===== config.mk =====
export PLATFORM = sky130hd
export DESIGN_NAME = alu_seq_mdu_flat
export DESIGN_NICKNAME = d
export VERILOG_FILES = /design/src/rtl/alu_seq_mdu_if.sv /design/src/rtl/alu_seq_mdu.sv /design/src/flat_wrapper.sv
export SDC_FILE = /design/constraint.sdc
export NUM_CORES = 1
export LEC_CHECK = 0
export CAP_MARGIN = 0
export CORE_MARGIN = 3
export CORE_UTILIZATION = 30
export DETAILED_ROUTE_END_ITERATION = 7
export DONT_BUFFER_PORTS = 1
export GPL_ROUTABILITY_DRIVEN = 0
export PLACE_DENSITY_LB_ADDON = 0.25
export REMOVE_ABC_BUFFERS = 1
export SYNTH_ARGS = -nofsm -noshare
export SYNTH_HDL_FRONTEND = slang
export SYNTH_SLANG_ARGS = --single-unit

===== constraint.sdc =====
create_clock -name clk -period 13.64 [get_ports clk]
set_clock_uncertainty 0.1 [all_clocks]
set_input_delay 1.364 -clock clk [delete_from_list [all_inputs] [get_ports clk]]
set_output_delay 1.364 -clock clk [all_outputs]
set_load 0.005 [all_outputs]

===== src/rtl/alu_seq_mdu_if.sv =====
// ----------------------------------------------------------------------------
// alu_seq_mdu_if
//   Request/result bundle between the operand-fetch stage, the execute unit
//   and writeback.
//
//   in_valid   request strobe                 (master -> slave)
//   in_ready   unit can accept                (slave  -> master)
//   op_sel     5-bit operation code           (master -> slave)
//   opdA/opdB  operands rs1 / rs2-or-imm      (master -> slave)
//   kill       pipeline flush                 (master -> slave)
//   out_valid  result available               (slave  -> master)
//   out_ready  consumer takes the result      (master -> slave)
//   out        registered result              (slave  -> master)
//   illegal    result is for an unsupported op (slave -> master)
// ----------------------------------------------------------------------------
interface alu_seq_mdu_if #(
   parameter int XLEN = 32
) ();
   logic            in_valid;
   logic            in_ready;
   logic [4:0]      op_sel;
   logic [XLEN-1:0] opdA;
   logic [XLEN-1:0] opdB;
   logic            kill;
   logic            out_valid;
   logic            out_ready;
   logic [XLEN-1:0] out;
   logic            illegal;

   modport master (
      output in_valid, op_sel, opdA, opdB, kill, out_ready,
      input  in_ready, out_valid, out, illegal
   );

   modport slave (
      input  in_valid, op_sel, opdA, opdB, kill, out_ready,
      output in_ready, out_valid, out, illegal
   );
endinterface


===== src/rtl/alu_seq_mdu.sv =====
// ----------------------------------------------------------------------------
// alu_seq_mdu
//   Handshaked execute unit: RV32I integer ALU ops in one cycle plus optional
//   RV32M multiply/divide iterating one bit per cycle, result registered.
//
//   clk   rising-edge clock
//   rst   synchronous active-high reset
//   bus   alu_seq_mdu_if.slave: in_valid/in_ready/op_sel/opdA/opdB/kill
//         request side, out_valid/out_ready/out/illegal result side
//
//   Parameters: XLEN (>=8, power of 2), MEXT (1 = M ops enabled).
// ----------------------------------------------------------------------------
module alu_seq_mdu #(
   parameter int XLEN = 32,
   parameter bit MEXT = 1'b1
) (
   input  logic         clk,
   input  logic         rst,
   alu_seq_mdu_if.slave bus
);
   localparam int SHW = $clog2(XLEN);

   localparam logic [4:0] OP_ADD  = 5'd0;
   localparam logic [4:0] OP_SUB  = 5'd1;
   localparam logic [4:0] OP_XOR  = 5'd2;
   localparam logic [4:0] OP_OR   = 5'd3;
   localparam logic [4:0] OP_AND  = 5'd4;
   localparam logic [4:0] OP_SRL  = 5'd5;
   localparam logic [4:0] OP_SRA  = 5'd6;
   localparam logic [4:0] OP_SLL  = 5'd7;
   localparam logic [4:0] OP_SLT  = 5'd8;
   localparam logic [4:0] OP_SLTU = 5'd9;

   localparam logic [XLEN-1:0] XMIN = {1'b1, {(XLEN-1){1'b0}}};

   typedef enum logic [1:0] {
      IDLE = 2'd0,
      EXEC = 2'd1,
      DONE = 2'd2
   } state_e;

   state_e            state_q, state_d;
   logic [SHW-1:0]    cnt_q, cnt_d;
   logic [2:0]        mop_q, mop_d;       // M sub-op: 0 MUL .. 7 REMU
   logic [2*XLEN-1:0] work_q, work_d;     // mul: {acc, multiplier}; div: {rem, quotient}
   logic [XLEN-1:0]   opnd_q, opnd_d;     // multiplicand / divisor magnitude
   logic              neg_q, neg_d;       // negate product / quotient at the end
   logic              neg_rem_q, neg_rem_d;
   logic [XLEN-1:0]   out_q, out_d;
   logic              illegal_q, illegal_d;

   // ---------------------------------------------------------------------
   // Request decode (only meaningful in IDLE)
   // ---------------------------------------------------------------------
   logic [XLEN-1:0] a, b;
   logic [SHW-1:0]  shamt;
   logic            accept, is_base, is_m, legal, is_div;
   logic            a_signed, b_signed, a_neg, b_neg;
   logic [XLEN-1:0] a_mag, b_mag;
   logic            b_zero, ovf, fast;
   logic [XLEN-1:0] base_res, fast_res;

   assign a      = bus.opdA;
   assign b      = bus.opdB;
   assign shamt  = b[SHW-1:0];
   assign accept = bus.in_valid & (state_q == IDLE) & ~bus.kill;

   assign is_base = (bus.op_sel <= OP_SLTU);
   assign is_m    = (bus.op_sel[4:3] == 2'b10);
   assign legal   = is_base | (MEXT & is_m);
   assign is_div  = is_m & bus.op_sel[2];

   // Signed operand A: MULH, MULHSU, DIV, REM.  Signed operand B: MULH, DIV, REM.
   assign a_signed = is_m & ((bus.op_sel[2:0] == 3'd1) | (bus.op_sel[2:0] == 3'd2) |
                             (bus.op_sel[2] & ~bus.op_sel[0]));
   assign b_signed = is_m & ((bus.op_sel[2:0] == 3'd1) | (bus.op_sel[2] & ~bus.op_sel[0]));
   assign a_neg    = a_signed & a[XLEN-1];
   assign b_neg    = b_signed & b[XLEN-1];
   assign a_mag    = a_neg ? -a : a;
   assign b_mag    = b_neg ? -b : b;

   // Division corner cases resolved without iterating.
   assign b_zero   = (b == '0);
   assign ovf      = ~bus.op_sel[0] & (a == XMIN) & (b == '1);
   assign fast     = is_div & (b_zero | ovf);
   // op_sel[1] separates REM/REMU from DIV/DIVU.
   assign fast_res = b_zero ? (bus.op_sel[1] ? a : '1)
                            : (bus.op_sel[1] ? '0 : XMIN);

   always_comb begin
      base_res = '0;
      case (bus.op_sel)
         OP_ADD:  base_res = a + b;
         OP_SUB:  base_res = a - b;
         OP_XOR:  base_res = a ^ b;
         OP_OR:   base_res = a | b;
         OP_AND:  base_res = a & b;
         OP_SRL:  base_res = a >> shamt;
         OP_SRA:  base_res = $unsigned($signed(a) >>> shamt);
         OP_SLL:  base_res = a << shamt;
         OP_SLT:  base_res = {{(XLEN-1){1'b0}}, $signed(a) < $signed(b)};
         OP_SLTU: base_res = {{(XLEN-1){1'b0}}, a < b};
         default: base_res = '0;
      endcase
   end

   // ---------------------------------------------------------------------
   // One iteration of the shift-add multiplier / restoring divider
   // ---------------------------------------------------------------------
   logic [XLEN:0]     mul_sum, div_shift, div_diff;
   logic [XLEN-1:0]   div_rem;
   logic [2*XLEN-1:0] mul_next, div_next, step;

   // Multiply: add multiplicand into the upper half when the multiplier LSB
   // is set, then shift the whole product right; the carry fills the top bit.
   assign mul_sum  = {1'b0, work_q[2*XLEN-1:XLEN]} + (work_q[0] ? {1'b0, opnd_q} : '0);
   assign mul_next = {mul_sum, work_q[XLEN-1:1]};

   // Divide: shift the next dividend bit into the remainder and trial-subtract.
   // A borrow (diff MSB) means the divisor did not fit: keep the shifted value.
   assign div_shift = work_q[2*XLEN-1:XLEN-1];
   assign div_diff  = div_shift - {1'b0, opnd_q};
   assign div_rem   = div_diff[XLEN] ? div_shift[XLEN-1:0] : div_diff[XLEN-1:0];
   assign div_next  = {div_rem, work_q[XLEN-2:0], ~div_diff[XLEN]};

   assign step = mop_q[2] ? div_next : mul_next;

   // Sign fix-up of the final iteration's value.
   logic [2*XLEN-1:0] prod_fin;
   logic [XLEN-1:0]   quo_fin, rem_fin, m_res;

   assign prod_fin = neg_q ? -step : step;
   assign quo_fin  = neg_q ? -step[XLEN-1:0] : step[XLEN-1:0];
   assign rem_fin  = neg_rem_q ? -step[2*XLEN-1:XLEN] : step[2*XLEN-1:XLEN];

   always_comb begin
      m_res = '0;
      case (mop_q)
         3'd0:             m_res = prod_fin[XLEN-1:0];
         3'd1, 3'd2, 3'd3: m_res = prod_fin[2*XLEN-1:XLEN];
         3'd4, 3'd5:       m_res = quo_fin;
         default:          m_res = rem_fin;
      endcase
   end

   // ---------------------------------------------------------------------
   // FSM next state and datapath updates
   // ---------------------------------------------------------------------
   // NOTE: every _d gets its hold value first, so no path through this block
   //       leaves a variable unassigned and no latch is inferred.
   always_comb begin
      state_d   = state_q;
      cnt_d     = cnt_q;
      mop_d     = mop_q;
      work_d    = work_q;
      opnd_d    = opnd_q;
      neg_d     = neg_q;
      neg_rem_d = neg_rem_q;
      out_d     = out_q;
      illegal_d = illegal_q;

      unique case (state_q)
         IDLE: begin
            if (accept) begin
               mop_d     = bus.op_sel[2:0];
               cnt_d     = '0;
               illegal_d = 1'b0;
               // Divide iterates over the dividend, multiply over the multiplier.
               work_d    = {{XLEN{1'b0}}, (is_div ? a_mag : b_mag)};
               opnd_d    = is_div ? b_mag : a_mag;
               neg_d     = a_neg ^ b_neg;
               neg_rem_d = a_neg;
               if (!legal) begin
                  out_d     = '0;
                  illegal_d = 1'b1;
                  state_d   = DONE;
               end else if (!is_m) begin
                  out_d   = base_res;
                  state_d = DONE;
               end else if (fast) begin
                  out_d   = fast_res;
                  state_d = DONE;
               end else begin
                  state_d = EXEC;
               end
            end
         end

         EXEC: begin
            if (bus.kill) begin
               cnt_d   = '0;
               state_d = IDLE;
            end else begin
               work_d = step;
               cnt_d  = cnt_q + 1'b1;   // wraps to 0 after the last iteration
               if (cnt_q == SHW'(XLEN-1)) begin
                  out_d   = m_res;
                  state_d = DONE;
               end
            end
         end

         DONE: begin
            if (bus.kill || bus.out_ready) begin
               state_d = IDLE;
            end
         end

         default: state_d = IDLE;
      endcase
   end

   // NOTE: state is updated with non-blocking assignments so every flop
   //       samples the values from before the edge, independent of order.
   always_ff @(posedge clk) begin
      if (rst) begin
         state_q   <= IDLE;
         cnt_q     <= '0;
         mop_q     <= '0;
         work_q    <= '0;
         opnd_q    <= '0;
         neg_q     <= 1'b0;
         neg_rem_q <= 1'b0;
         out_q     <= '0;
         illegal_q <= 1'b0;
      end else begin
         state_q   <= state_d;
         cnt_q     <= cnt_d;
         mop_q     <= mop_d;
         work_q    <= work_d;
         opnd_q    <= opnd_d;
         neg_q     <= neg_d;
         neg_rem_q <= neg_rem_d;
         out_q     <= out_d;
         illegal_q <= illegal_d;
      end
   end

   assign bus.in_ready  = (state_q == IDLE);
   assign bus.out_valid = (state_q == DONE);
   assign bus.out       = out_q;
   assign bus.illegal   = illegal_q;

endmodule


===== src/flat_wrapper.sv =====
// flat-port wrapper written by rule: the top's interface ports become plain ports
module alu_seq_mdu_flat 
#(
   parameter int XLEN = 32,
   parameter bit MEXT = 1'b1
)
  (clk, rst, bus_in_valid, bus_op_sel, bus_opdA, bus_opdB, bus_kill, bus_out_ready, bus_in_ready, bus_out_valid, bus_out, bus_illegal);
  alu_seq_mdu_if #(.XLEN(XLEN)) bus_i ();
  input  logic clk;
  input  logic rst;
  input wire logic [$bits(bus_i.in_valid)-1:0] bus_in_valid;
  input wire logic [$bits(bus_i.op_sel)-1:0] bus_op_sel;
  input wire logic [$bits(bus_i.opdA)-1:0] bus_opdA;
  input wire logic [$bits(bus_i.opdB)-1:0] bus_opdB;
  input wire logic [$bits(bus_i.kill)-1:0] bus_kill;
  input wire logic [$bits(bus_i.out_ready)-1:0] bus_out_ready;
  output wire logic [$bits(bus_i.in_ready)-1:0] bus_in_ready;
  output wire logic [$bits(bus_i.out_valid)-1:0] bus_out_valid;
  output wire logic [$bits(bus_i.out)-1:0] bus_out;
  output wire logic [$bits(bus_i.illegal)-1:0] bus_illegal;
  assign bus_i.in_valid = bus_in_valid;
  assign bus_i.op_sel = bus_op_sel;
  assign bus_i.opdA = bus_opdA;
  assign bus_i.opdB = bus_opdB;
  assign bus_i.kill = bus_kill;
  assign bus_i.out_ready = bus_out_ready;
  assign bus_in_ready = bus_i.in_ready;
  assign bus_out_valid = bus_i.out_valid;
  assign bus_out = bus_i.out;
  assign bus_illegal = bus_i.illegal;
  alu_seq_mdu #(.XLEN(XLEN), .MEXT(MEXT)) u_core (.clk(clk), .rst(rst), .bus(bus_i));
endmodule

# --- Word level (Yosys, flattened, before mapping) ---
# Index checks and enable logic that the tools add are counted.
word_totals:
  regBits: 141
  latchBits: 0
  mem_bits_rw: 0
  rom_bits: 0
  inputBits: 74
  word_cells: 126
  mem_count: 0
classes:
  add_sub_neg: 10
  multipliers: 0
  div_mod_pow: 0
  order_cmp: 3
  n_eq_ne: 28
  n_shift: 3
  n_mux: 37
  bitwise: 23
  reduce_logical: 13
ops:
  columns: ["operator", "n"]
  rows:
  - ["32-bit two-way mux", 17]
  - ["32-bit case mux with 10 select lines", 1]
  - ["64-bit two-way mux", 4]
  - ["32-bit negator", 4]
  - ["64-bit case mux with 2 select lines", 1]
  - ["32-bit case mux with 3 select lines", 1]
  - ["32-bit == test (second input constant)", 2]
  - ["32-bit < comparator", 2]
  - ["64-bit negator", 1]
  - ["32-bit case mux with 2 select lines", 1]
  - ["32-bit by 33-bit adder with 33-bit output", 1]
  - ["33-bit by 32-bit subtractor with 33-bit output", 1]
  - ["32-bit adder", 1]
  - ["32-bit bitwise AND", 1]
  - ["32-bit zero test", 1]
  - ["32-bit bitwise OR", 1]
  - ["32-bit by 5-bit << shifter with 32-bit output", 1]
  - ["32-bit by 5-bit >> shifter with 32-bit output", 1]
  - ["32-bit by 5-bit >>> shifter with 32-bit output", 1]
  - ["32-bit subtractor", 1]
  - ["32-bit XOR", 1]
  - ["5-bit by 3-bit == test with 1-bit output (second input constant)", 4]
  - ["2-bit two-way mux", 7]
  - ["1-bit bitwise AND", 11]
  - ["32 further kinds", 50]

# --- Longest topological paths before layout ---
logic_depth:
  word_depth: 10
  depth_mapped: 26

# --- Least setup slack after synthesis ---
# No wires, ideal clock.
synth_path:
  path_type: "flip-flop to flip-flop"
  startpoint: "reg u_core.mop_q[2]"
  endpoint: "reg u_core.out_q[28] (netlist: u_core.bus.out[28])"
  arrival_ns: 5.703
  required_ns: 13.411
  path_slack_ns: 7.708
  path_stages_with_launch: 21
  path_buffers: 8
  synth_period_minus_slack_ns: 5.932
  cell_sequence: "dfxtp_1 clkbuf_1 clkbuf_1 buf_1 clkbuf_1 buf_2 buf_1 buf_1 mux2i_1 ha_1 or3b_2 or2_2 or2_2 clkbuf_1 nor3_1 nand4_1 o41ai_1 xnor2_1 o221ai_1 o211ai_1 nand4_1"
synth_via:
  elab_chain_len: 7
  word_cells_on_any_way: 19
synth_lines:
  columns: ["element", "line_no", "text"]
  rows:
  - ["start: declaration", "alu_seq_mdu.sv:44", "logic [2:0] mop_q, mop_d;"]
  - ["start signal: assignment", "alu_seq_mdu.sv:229", "mop_q <= mop_d;"]
  - ["64-bit two-way mux", "alu_seq_mdu.sv:126", "assign step = mop_q[2] ? div_next : mul_next;"]
  - ["64-bit negator (tied with other cells)", "alu_seq_mdu.sv:132", "assign prod_fin = neg_q ? -step : step;"]
  - ["64-bit two-way mux (tied with other cells)", "alu_seq_mdu.sv:132", null]
  - ["32-bit case mux with 3 select lines (*)", "alu_seq_mdu.sv:138", "case (mop_q)"]
  - ["32-bit two-way mux (*)", "alu_seq_mdu.sv:196", "if (cnt_q == SHW'(XLEN-1)) begin"]
  - ["32-bit two-way mux (*)", "alu_seq_mdu.sv:190", "if (bus.kill) begin"]
  - ["32-bit case mux with 2 select lines (*)", "alu_seq_mdu.sv:162", "unique case (state_q)"]
  - ["end signal: assignment", "alu_seq_mdu.sv:234", "out_q <= out_d;"]
  - ["end: declaration", "alu_seq_mdu.sv:49", "logic [XLEN-1:0] out_q, out_d;"]
# Mark *: on every way between the ends. The rest lies on a longest branch, timed or not. The select of a mux whose other input is x is not followed.
# A chain may end at the register's enable or synchronous reset.

# --- Final worst setup path ---
layout_path:
  startpoint: "reg u_core.work_q[31]"
  endpoint: "reg u_core.out_q[28] (netlist: u_core.bus.out[28])"
layout_via:
  elab_chain_len: 9
  word_cells_on_any_way: 14
layout_lines:
  columns: ["element", "line_no", "text"]
  rows:
  - ["start: declaration", "alu_seq_mdu.sv:45", "logic [2*XLEN-1:0] work_q, work_d;"]
  - ["start signal: assignment", "alu_seq_mdu.sv:230", "work_q <= work_d;"]
  - ["33-bit by 32-bit subtractor with 33-bit output", "alu_seq_mdu.sv:122", "assign div_diff = div_shift - {1'b0, opnd_q};"]
  - ["32-bit two-way mux or 1-bit NOT (tied branches)", "alu_seq_mdu.sv:123, alu_seq_mdu.sv:124", null]
  - ["64-bit two-way mux (*)", "alu_seq_mdu.sv:126", null]
  - ["64-bit negator (tied with other cells)", "alu_seq_mdu.sv:132", null]
  - ["64-bit two-way mux (tied with other cells)", "alu_seq_mdu.sv:132", null]
  - ["32-bit case mux with 3 select lines (*)", "alu_seq_mdu.sv:138", null]
  - ["32-bit two-way mux (*)", "alu_seq_mdu.sv:196", null]
  - ["32-bit two-way mux (*)", "alu_seq_mdu.sv:190", null]
  - ["32-bit case mux with 2 select lines (*)", "alu_seq_mdu.sv:162", null]
# Marks and branches as above.

==> parameters.txt <==
Parameter                              Value

Outcome
  Result of the run    finished, final reports clean

Die
  Die width    283 um
  Boundary pin count    109
  Number of rows in the core area    101
  Total Die Area    80200 um2
  Core Box Area    76100 um2
  Chip Height    283 um
  Starting Density    0.303

Setup path
  Startpoint type of the worst setup path    flop
  CP arrival    7170 ps
  Slowest library cell on the worst path    sky130_fd_sc_hd__nor3_1
  Kind of critical path    flop to flop
  Worst Path Required    13860 ps
  Most used cell along the critical path    sky130_fd_sc_hd__inv_1
  Max incr delay on CP    860 ps
  Critical-path cell list    inv_1 > ha_1 > inv_1 > fa_1 > a211oi_1 > o211ai_1 > nand2_1 > a211oi_4 > o21a_1 > buf_4 > nand3_1 > nand2b_1 > inv_1 > ha_1 > or3b_2 > or2_2 > or2_2 > nor3_1 > nand4_1 > o41ai_1 > xnor2_1 > o221ai_1 > o211ai_1 > nand4_1
  Crit path max fanout    18
  Nature of the critical path endpoint    flop

Synth
  Summed instance area of the synthesized netlist    23100 um2
  Avg Inst Size Synth    6.73 um2
  Fraction of synthesized cell area in xor and xnor cells    0.0729
  Largest family of logic cells by synthesized area    compound AO/OA/AOI/OAI gates
  Compound-Gate Fraction of Synth Area    0.350
  Cell count after synthesis    3428
  Number of enable-type register cells in the synthesized netlist    0
  Adder-cell share of the synthesized area    0.0946
  Distinct cell type count after synthesis    100
  Share of flip-flops with an asynchronous set or reset after synthesis    0
  Portion of the post-synthesis area used by sequential elements    0.122
  Main flop type after synthesis    sky130_fd_sc_hd__dfxtp_1
  Simple-gate area share of the yosys netlist    0.231
  Count of synthesis-stage warnings from yosys    0
  Number of storage elements in the synthesis netlist    141
  Multiplexer area fraction after synthesis    0.0620

Clocking
  CTS-repair resized insts    0
  Root Driver    sky130_fd_sc_hd__clkbuf_16
  Clock latency at the later pin of the worst-skew pair    460 ps
  Number of buffers created by CTS    17
  Num Clock Sinks    141
  Clk slew on worst S/H paths    60 ps
  H-Tree Depth    4
  TritonCTS clock tree    yes
  Post CTS Setup Buffer Count    0
  Post-CTS Hold Fix Bufs    0
  CTS max path bufs    2

Global routing
  Met3 Use GR    0.0403
  Wire length of the first global-routing pass    158000 um
  Maximum number of pins on one net before global-route repair    128
  Global-route layer with the greatest usage    met2
  Total global routing overflow    0
  Met1 Track Usage GR    0.343
  Met2 Track Usage GR    0.403
  Antenna violations before repair    1
  Vias in the first global route    24200
  Overall fraction of global-route tracks in use    0.253

STA
  Fin crit period    6950 ps
  Normalized max-slew margin    0.176
  Number of failing hold endpoints at the final stage    0
  Setup repair after global routing missed its margin    no
  Fraction of the cycle the final worst path needs    0.510
  Achievable frequency    0.144 GHz
  Final count of pins violating max slew    0
  Total negative slack for setup checks    0 ps
  Hold_ws    365 ps
  Number of setup violations in the final report    0
  Worst Max-Slew Pin Slew    1230 ps

Placed design
  Area after DPL    23800 um2
  Number of input and output port buffers inserted    0
  Detailed-placement wirelength estimate    81900 um

Final layout
  Final cell area excluding filler cells    24400 um2
  Register area    2830 um2
  Net count reported at finish    3500
  Fill count    8524
  Synthesis-to-finish area growth    5.77%
  Area of the multi-input gates    18700 um2
  Share of post-route cells with drive strength above 1    0.0493

Drt
  Number of violations reported at the end of detailed-routing iteration 0    2909
  DR vias    26300
  Count of TritonRoute iterations in the first routing pass    6
  ANT nets after route    0
  Via density per instance    6.12
  DRC errors left    0
  Detailed-route wire length per cell    24.8 um
  Routed WL    106000 um

Power and ir drop
  Power density over the cells    70.3 nW/um2
  Peak supply drop    72.3 uV
  Cell leakage power    0.00914 uW

Min path
  Worst min path class    flop to flop

Flow run
  Max cap viols    0
-- layout make-up --
type                    count  area share
clock inverters            13     0.00487
clock buffers              19      0.0178
repair buffers             49      0.0151
flip-flops and latches    141       0.116
inverters                 163      0.0251
well taps                1030      0.0528
diodes                      1    0.000103
multi-input cells        2882       0.768
-- critical path: cells and delay by family, from the launching register on --
family          cells  cell delay (ps)
compound gates      7             1730
simple gates        9             3280
buf+inv             4              410
flops               1              340
fa+ha+maj           3              750
xor+xnor            1              180
-- synthesized netlist by cell type (43+ instances only) --
library cell / number / area, um2
sky130_fd_sc_hd__a211oi_1: 57 / 428
sky130_fd_sc_hd__a21oi_1: 279 / 1400
sky130_fd_sc_hd__and2_1: 43 / 269
sky130_fd_sc_hd__clkbuf_1: 195 / 732
sky130_fd_sc_hd__dfxtp_1: 141 / 2820
sky130_fd_sc_hd__ha_1: 168 / 2100
sky130_fd_sc_hd__inv_1: 160 / 601
sky130_fd_sc_hd__mux2i_1: 109 / 1090
sky130_fd_sc_hd__nand2_1: 363 / 1360
sky130_fd_sc_hd__nand3_1: 81 / 405
sky130_fd_sc_hd__nor2_1: 371 / 1390
sky130_fd_sc_hd__nor3_1: 85 / 425
sky130_fd_sc_hd__o211ai_1: 118 / 886
sky130_fd_sc_hd__o21ai_0: 314 / 1570
sky130_fd_sc_hd__xnor2_1: 134 / 1170
sky130_fd_sc_hd__xor2_1: 58 / 508
-- worst paths after layout --
check / startpoint / to / slack (ps) / cells past startpoint
worst max-delay path: u_core.work_q[31]$_SDFFE_PP0P_ / u_core.bus.out[28]$_SDFFE_PP0P_ / 6690 / 24
worst min-delay path: u_core.opnd_q[23]$_SDFFE_PP0P_ / u_core.opnd_q[23]$_SDFFE_PP0P_ / 370 / 2
worst max register to register: u_core.work_q[31]$_SDFFE_PP0P_ / u_core.bus.out[28]$_SDFFE_PP0P_ / 6690 / 24
worst min register to register: u_core.opnd_q[23]$_SDFFE_PP0P_ / u_core.opnd_q[23]$_SDFFE_PP0P_ / 370 / 2
-- power by group --
group	leakage (uW)	total [uW]	internal, uW	switching [uW]
sequential	0.00115	463	435	28.1
clock	0.000271	457	251	206
combinational	0.00773	795	279	516
total	0.00914	1710	965	750
-- routing by layer --
metal | vias up | routed length [um]
met5 | - | 15
met4 | 2 | 4210
met3 | 216 | 9310
met2 | 1292 | 47600
met1 | 12500 | 45300
li1 | 12300 | -
-- kinds of logic after synthesis --
group / after synthesis
fa+ha+maj: 172
compound gates: 1234
flops: 141
buf+inv: 405
simple gates: 1155
xor+xnor: 192
mux: 129
-- layout by cell type (no fill, tap or decap), types with 49 or more instances in the layout --
master                     count
sky130_fd_sc_hd__xnor2_1     134
sky130_fd_sc_hd__nor3_1       83
sky130_fd_sc_hd__nand3_1      81
sky130_fd_sc_hd__buf_4        49
sky130_fd_sc_hd__dfxtp_1     140
sky130_fd_sc_hd__inv_1       159
sky130_fd_sc_hd__o211ai_1    118
sky130_fd_sc_hd__nand2_1     361
sky130_fd_sc_hd__o21ai_0     314
sky130_fd_sc_hd__ha_1        168
sky130_fd_sc_hd__nor2_1      366
sky130_fd_sc_hd__mux2i_1     109
sky130_fd_sc_hd__a211oi_1     57
sky130_fd_sc_hd__a21oi_1     279
sky130_fd_sc_hd__xor2_1       58
-- sequential cells by signal, summed over array words and instances (netlist names) --
signal	count
u_core.work_q	64
u_core.bus.out	32
u_core.opnd_q	32
u_core.cnt_q	5
u_core.mop_q	3
u_core.state_q	2
u_core.bus.illegal	1
u_core.neg_q	1
u_core.neg_rem_q	1
-- metrics by stage --
stage	util	power, uW	worst slack, ps	cells
after CTS	0.321	1700	6860	4297
after detailed placement	0.313	1250	6900	4265
after floorplan	-	1010	6370	3186
after global placement	0.313	1250	7010	4265
after global routing	0.321	1810	6400	4297
final	0.321	1720	6690	4298
(Power assumes the default switching activity.)
